<file path="config.mk">
export PLATFORM = sky130hd
export DESIGN_NAME = c64_bus_ctrl
export DESIGN_NICKNAME = d
export VERILOG_FILES = /design/src/rtl/c64_bus_ctrl.sv
export SDC_FILE = /design/constraint.sdc
export NUM_CORES = 1
export LEC_CHECK = 0
export ABC_AREA = 1
export ABC_CLOCK_PERIOD_IN_PS = 2400
export CAP_MARGIN = 40
export CELL_PAD_IN_SITES_DETAIL_PLACEMENT = 0
export CELL_PAD_IN_SITES_GLOBAL_PLACEMENT = 1
export CORE_MARGIN = 2
export CORE_UTILIZATION = 33
export CTS_BUF_LIST = sky130_fd_sc_hd__clkbuf_16
export DETAILED_ROUTE_END_ITERATION = 8
export PLACE_DENSITY_LB_ADDON = 0.08
export SKIP_CTS_REPAIR_TIMING = 1
export SYNTH_ARGS = -nofsm -noshare
export SYNTH_HDL_FRONTEND = slang
export SYNTH_SLANG_ARGS = --single-unit
export TNS_END_PERCENT = 1
</file>
<file path="constraint.sdc">
create_clock -name clk -period 2.4 [get_ports clk]
set_input_delay 0.36 -clock clk [delete_from_list [all_inputs] [get_ports clk]]
set_output_delay 0.36 -clock clk [all_outputs]
set_load 0.05 [all_outputs]
</file>
<file path="src/rtl/c64_bus_ctrl.sv">
// C64 memory-side bus controller: paces the 6502 core with cpu_ce, decodes
// bank-switched targets, runs the external req/ack handshake and hosts the 6510 I/O port.
module c64_bus_ctrl #(
  parameter int unsigned TIMEOUT = 16
) (
  input  logic        clk,
  input  logic        reset,
  input  logic [15:0] cpu_ab,
  input  logic [7:0]  cpu_do,
  input  logic        cpu_we,
  output logic [7:0]  cpu_di,
  output logic        cpu_ce,
  output logic        mem_req,
  output logic [15:0] mem_addr,
  output logic [7:0]  mem_wdata,
  output logic        mem_we,
  output logic [2:0]  mem_sel,
  input  logic        mem_ack,
  input  logic [7:0]  mem_rdata,
  input  logic [5:0]  port_in,
  output logic [5:0]  port_out,
  output logic [5:0]  port_dir,
  output logic        bus_err
);
  typedef enum logic [1:0] {S_ISSUE, S_WAIT, S_DONE} state_t;

  localparam logic [2:0] SEL_RAM = 3'd0, SEL_BASIC = 3'd1, SEL_KERNAL = 3'd2,
                         SEL_CHAR = 3'd3, SEL_IO = 3'd4;
  localparam logic [7:0] CNT_LAST = 8'(TIMEOUT - 1);

  state_t      state_q, state_d;
  logic [7:0]  cnt_q, cnt_d;
  logic [5:0]  ddr_q, ddr_d, data_q, data_d;
  logic [7:0]  di_q, di_d, wdata_q, wdata_d;
  logic [15:0] addr_q, addr_d;
  logic [2:0]  sel_q, sel_d;
  logic        req_q, req_d, we_q, we_d, err_q, err_d;

  logic [5:0] eff;
  logic       loram, hiram, charen, is_port;
  logic [2:0] rd_sel, new_sel;
  logic [7:0] port_rd;

  // Bank bits come from the port state before any write in this ISSUE cycle.
  assign eff     = (data_q & ddr_q) | (port_in & ~ddr_q);
  assign loram   = eff[0];
  assign hiram   = eff[1];
  assign charen  = eff[2];
  assign is_port = (cpu_ab[15:1] == 15'd0);
  assign port_rd = cpu_ab[0] ? {2'b00, eff} : {2'b00, ddr_q};

  always_comb begin
    rd_sel = SEL_RAM;
    if (cpu_ab[15:13] == 3'b101)
      rd_sel = (loram && hiram) ? SEL_BASIC : SEL_RAM;
    else if (cpu_ab[15:12] == 4'hD)
      rd_sel = (!loram && !hiram) ? SEL_RAM : (charen ? SEL_IO : SEL_CHAR);
    else if (cpu_ab[15:13] == 3'b111)
      rd_sel = hiram ? SEL_KERNAL : SEL_RAM;
  end

  assign new_sel = (cpu_we && rd_sel != SEL_IO) ? SEL_RAM : rd_sel;

  always_comb begin
    state_d = state_q;
    cnt_d   = cnt_q;
    ddr_d   = ddr_q;
    data_d  = data_q;
    di_d    = di_q;
    addr_d  = addr_q;
    wdata_d = wdata_q;
    we_d    = we_q;
    sel_d   = sel_q;
    req_d   = req_q;
    err_d   = err_q;
    unique case (state_q)
      S_ISSUE: begin
        addr_d  = cpu_ab;
        wdata_d = cpu_do;
        we_d    = cpu_we;
        sel_d   = new_sel;
        cnt_d   = 8'd0;
        if (is_port) begin
          state_d = S_DONE;
          if (cpu_we) begin
            if (cpu_ab[0]) data_d = cpu_do[5:0];
            else           ddr_d  = cpu_do[5:0];
          end else begin
            di_d = port_rd;
          end
        end else begin
          req_d   = 1'b1;
          state_d = S_WAIT;
        end
      end
      S_WAIT: begin
        // An ack in the final WAIT cycle takes priority over the timeout.
        if (mem_ack) begin
          req_d   = 1'b0;
          state_d = S_DONE;
          if (!we_q) di_d = mem_rdata;
        end else if (cnt_q == CNT_LAST) begin
          req_d   = 1'b0;
          err_d   = 1'b1;
          state_d = S_DONE;
          if (!we_q) di_d = 8'hFF;
        end else begin
          cnt_d = cnt_q + 8'd1;
        end
      end
      S_DONE:  state_d = S_ISSUE;
      default: state_d = S_ISSUE;
    endcase
  end

  always_ff @(posedge clk or posedge reset) begin
    if (reset) begin
      state_q <= S_ISSUE;
      cnt_q   <= 8'd0;
      ddr_q   <= 6'd0;
      data_q  <= 6'd0;
      di_q    <= 8'h00;
      addr_q  <= 16'd0;
      wdata_q <= 8'd0;
      we_q    <= 1'b0;
      sel_q   <= SEL_RAM;
      req_q   <= 1'b0;
      err_q   <= 1'b0;
    end else begin
      state_q <= state_d;
      cnt_q   <= cnt_d;
      ddr_q   <= ddr_d;
      data_q  <= data_d;
      di_q    <= di_d;
      addr_q  <= addr_d;
      wdata_q <= wdata_d;
      we_q    <= we_d;
      sel_q   <= sel_d;
      req_q   <= req_d;
      err_q   <= err_d;
    end
  end

  assign cpu_ce    = (state_q == S_DONE);
  assign cpu_di    = di_q;
  assign mem_req   = req_q;
  assign mem_addr  = addr_q;
  assign mem_wdata = wdata_q;
  assign mem_we    = we_q;
  assign mem_sel   = sel_q;
  assign port_out  = data_q;
  assign port_dir  = ddr_q;
  assign bus_err   = err_q;
endmodule

</file>
# [After elaboration in Yosys (flattened, before gate mapping)]
# Cells that the tools add are included.
[op_classes] n_addsub=1 n_reduce_logical=14 n_mux=27 n_eq_ne=14 bitwise_logic=6
[op_table] operator="two-way mux 8 bit" n=8
[op_table] operator="one-hot mux 8 bit (2 select lines)" n=2
[op_table] operator="zero test 15 bit" n=1
[op_table] operator="two-way mux 3 bit" n=5
[op_table] operator="AND 6 bit" n=2
[op_table] operator="inequality test 2 bit, second input constant" n=6
[op_table] operator="two-way mux 2 bit" n=5
[op_table] operator="AND reduction 3 bit" n=3
[op_table] operator="adder 8 x 1 -> 8 bit, second input constant" n=1
[op_table] operator="== test 8 x 4 -> 1 bit, second input constant" n=1
[op_table] operator="AND reduction 4 bit" n=2
[op_table] operator="== test 3 bit, second input constant" n=2
[op_table] operator="two-way mux 6 bit" n=1
[op_table] operator="inequality test 3 bit, second input constant" n=2
[op_table] operator="inverter 6 bit" n=1
[op_table] operator="OR 6 bit" n=1
[op_table] operator="AND reduction 5 bit" n=1
[op_table] operator="== test 4 bit, second input constant" n=1
[op_table] operator="two-way mux 1 bit" n=4
[op_table] operator="one-hot mux 2 bit (2 select lines)" n=1
[op_table] operator="logical AND 1 bit" n=3
[op_table] operator="== test 2 x 1 -> 1 bit, second input constant" n=1
[op_table] operator="== test 2 bit, second input constant" n=1
[op_table] operator="zero test 1 bit" n=2
[op_table] operator="4 further kinds" n=5
[totals] ff_bits=60 out_inout_bits=51 wordCells=73 inputBits=42

# [Depth between registers and ports, before layout]
[depth] ltp_word=11 depth_mapped=9 depth_no_buf=9

# [Worst setup path after synthesis]
# OpenSTA, ideal clock, no wires.
[synth_timing] kind="register -> output" from="register state_q[1]" to="output port cpu_ce" setup_slack_ps=857 arrival_ps=1183 path_stages_with_launch=3 cell_sequence="dfrtp_1 inv_2 nor2_1"
[synth_via] elab_chain_len=1
[synth_lines] element="start: declaration" line="31" rtl="state_t state_q, state_d;"
[synth_lines] element="start signal: assignment" line="130" rtl="state_q <= state_d;"
[synth_lines] element="== test 2 bit" line="144" rtl="assign cpu_ce = (state_q == S_DONE);"
[synth_lines] element="end: declaration" line="12" rtl="output logic cpu_ce,"
# No other way between the ends.

# [Final worst setup path]
# Same ends and word-level chain as after synthesis.

==> results.py <==
metrics = {
    "global_route": {
        "grt_pass1_wl_um": 13200,
        "grt_overflow": 0,
        "antenna_found_initial": 0,
        "grt_max_degree": 40,
        "grt_pass1_vias": 2583,
        "grtUsageTotal_pct": 17.3,
    },
    "yosys": {
        "synthDistinctLibCells": 33,
        "synthArstFlopShare_pct": 100,
        "yosysWarnings": 0,
        "ys.flop_type": "dfrtp_1",
        "syn_area_um2": 2890,
        "synth-seq-area-share_pct": 51.9,
        "ys_ff_latch": 60,
        "synth_edf_count": 0,
        "syn_nets": 396,
        "synthCells": 353,
        "synth_area_per_cell_um2": 8.19,
    },
    "critical_path": {
        "path_depth": 3,
        "cp_max_fo": 5,
        "cp_top_family": "buffers and inverters",
        "crit_type": "flop to primary output",
        "cp-end-kind": "primary output",
        "r2r_start": "state_q[1]",
        "cp.arrival_ps": 1820,
        "worstPathCellList": "inv_2 > nor2_1 > clkdlybuf4s50_1",
        "start_kind": "flop",
        "worst_r2r_path_depth": 9,
        "crit_buf_inv": 2,
        "setup.worst_path.start": "state_q[1]",
        "critPathMaxStageDelay_ps": 820,
        "required_ps": 2040,
        "cpMaxStageDelayCell": "clkdlybuf4s50_1",
    },
    "placed_design": {
        "dpl.hpwl_um": 5600,
        "gp_congestion": 0.803,
        "dp.cells": 545,
        "io_buffer_count": 92,
        "place_area_um2": 3910,
    },
    "routing": {
        "ant_nets": 0,
        "first_pass_iters": 5,
        "wl_per_cell_um": 13.9,
        "wl_um": 7810,
        "via_per_inst": 4.69,
        "drc": 0,
        "drtIter0Drc": 95,
        "vias": 2631,
    },
    "worst_hold_path": {
        "min_path_type": "primary input to asynchronous set/reset pin",
    },
    "job": {
        "max_cap_viol_count": 0,
    },
    "clock_tree": {
        "numCtsBuffers": 9,
        "clock_path_buffers": 2,
        "cts_sinks": 60,
        "clock_latency_ps": 320,
        "cts_tree": "done",
        "cts_root_buf": "clkbuf_16",
        "clk_pin_slew_ps": 50,
        "cts-htree-levels": 3,
    },
    "sta": {
        "finClkSkew_ps": 9.07,
        "setup_tns_ps": 0,
        "worst_slew_pin_slew_ps": 532,
        "max_freq_mhz": 459,
        "slew_viol_final": 0,
        "period_needed_ps": 2180,
        "rsz0062_at_grt": "false",
        "setup_viol": 0,
        "post-route-period-util_pct": 90.8,
        "relSlewSlack_pct": 64.4,
        "final_hold_viol_count": 0,
    },
    "floorplanning": {
        "io_pins": 93,
        "fp.dieW_um": 97.6,
        "chipHeight_um": 97.6,
        "rows": 34,
        "coreArea_um2": 8590,
        "die-area_um2": 9520,
        "start_util_pct": 33.6,
    },
    "cells_and_area": {
        "nNetsFinal": 491,
        "final_cell_area_um2": 4180,
        "area_growth_syn_to_layout_pct": 44.5,
        "fin_cells": 561,
        "drive_gt1_share_pct": 8.83,
        "final_core_util_pct": 48.6,
        "diodes": 0,
    },
    "power_and_ir_drop": {
        "p_per_area_nw_per_um2": 1300,
        "leakage_nw": 1.90,
        "finalPower_mw": 5.42,
        "irDropWorstVdd_uv": 609,
    },
    "run_status": {
        "outcome": "completed",
    },
}
state kept, by name, indices dropped and copies added, names as in the netlist:
register	cells
bus_err	1
cpu_di	8
mem_we	1
cnt_q	8
port_out	6
mem_wdata	8
port_dir	6
mem_addr	16
mem_sel	3
mem_req	1
state_q	2
per-stage QoR:
step	setup slack, ps	hold WS (ps)
5_1_grt	150	433
3_3_place_gp	414	452
2_1_floorplan	555	470
4_1_cts	201	408
3_5_place_dp	375	458
6_report	221	397
cells in the mapped netlist (2+ instances only):
cell type | number | area (um2)
inv_2 | 3 | 11.3
nand2_2 | 3 | 18.8
nor2_4 | 3 | 33.8
nand3b_1 | 4 | 30.0
nand4_1 | 12 | 75.1
o22ai_1 | 2 | 12.5
o21ai_0 | 29 | 145
nor3_1 | 2 | 10.0
buf_6 | 3 | 33.8
a21oi_1 | 8 | 40.0
nand2_1 | 126 | 473
o21ai_1 | 12 | 60.1
nand3_1 | 9 | 45.0
inv_1 | 21 | 78.8
dfrtp_1 | 60 | 1500
nor2_1 | 33 | 124
buf_2 | 5 | 25.0
nand3_2 | 2 | 20.0
clkbuf_1 | 2 | 7.51
final cells by class:
class	count	area, um2
flip-flops and latches	60	1500
fillers	865	4420
inverters	26	100
repair buffers	95	956
clock buffers	9	225
well taps	108	135
clock inverters	7	43.8
multi-input cells	256	1210
path summary, 6_finish.rpt:
check                                   end  slack (ps)
worst max-delay path                 cpu_ce         220
worst min-delay path               cnt_q[2]         400
worst max register to register     cnt_q[4]         680
worst min register to register      bus_err         460
max in group asynchronous       mem_addr[0]        1410
min in group clk                    bus_err         460
logic make-up after synthesis:
family                   after synthesis  share of synthesized area [%]
AND/OR/NAND/NOR                      198                           30.8
flip-flops                            60                           51.9
AO/OA/AOI/OAI                         55                           10.2
buffers and inverters                 37                           6.02
XOR/XNOR                               2                          0.606
adder cells (fa/ha/maj)                1                          0.433
metal layers:
layer	GRT usage, %	vias up	wire (um)
met4	5.77	0	72
met3	4.39	8	315
met5	0	-	0
li1	-	1338	-
met1	24.9	1219	3940
met2	25.5	66	3480
worst reg2reg max path, cell delays in order, from the launching register on:
cell and delay, ps:
dfrtp_1 440, inv_2 130, nand2_2 160, inv_2 200, nand2_2 90, nor2_4 260, inv_2 90, nor2_1 110
nor2_1 70, a21oi_2 100
placed cells by master (no fill, tap or decap), types with 2 or more instances in the layout:
cell,netlist,layout
a21oi_1,8,8
buf_4,1,2
clkbuf_16,0,9
clkdlybuf4s50_1,0,92
clkinv_2,0,4
clkinvlp_4,0,2
dfrtp_1,60,60
inv_1,21,20
inv_2,3,4
nand2_1,126,126
nand2_2,3,3
nand3_1,9,9
nand3_2,2,2
nand3b_1,4,4
nand4_1,12,12
nor2_1,33,33
nor2_4,3,3
nor3_1,2,2
o21ai_0,29,29
o21ai_1,12,12
o22ai_1,2,2
where the power goes:
group / leakage (nW) / internal [mW] / switching, mW / total, mW
combinational: 0.997 / 0.851 / 1.87 / 2.72
sequential: 0.775 / 1.34 / 0.203 / 1.54
clock: 0.131 / 0.691 / 0.471 / 1.16
Power figures use the tool's default switching activity.
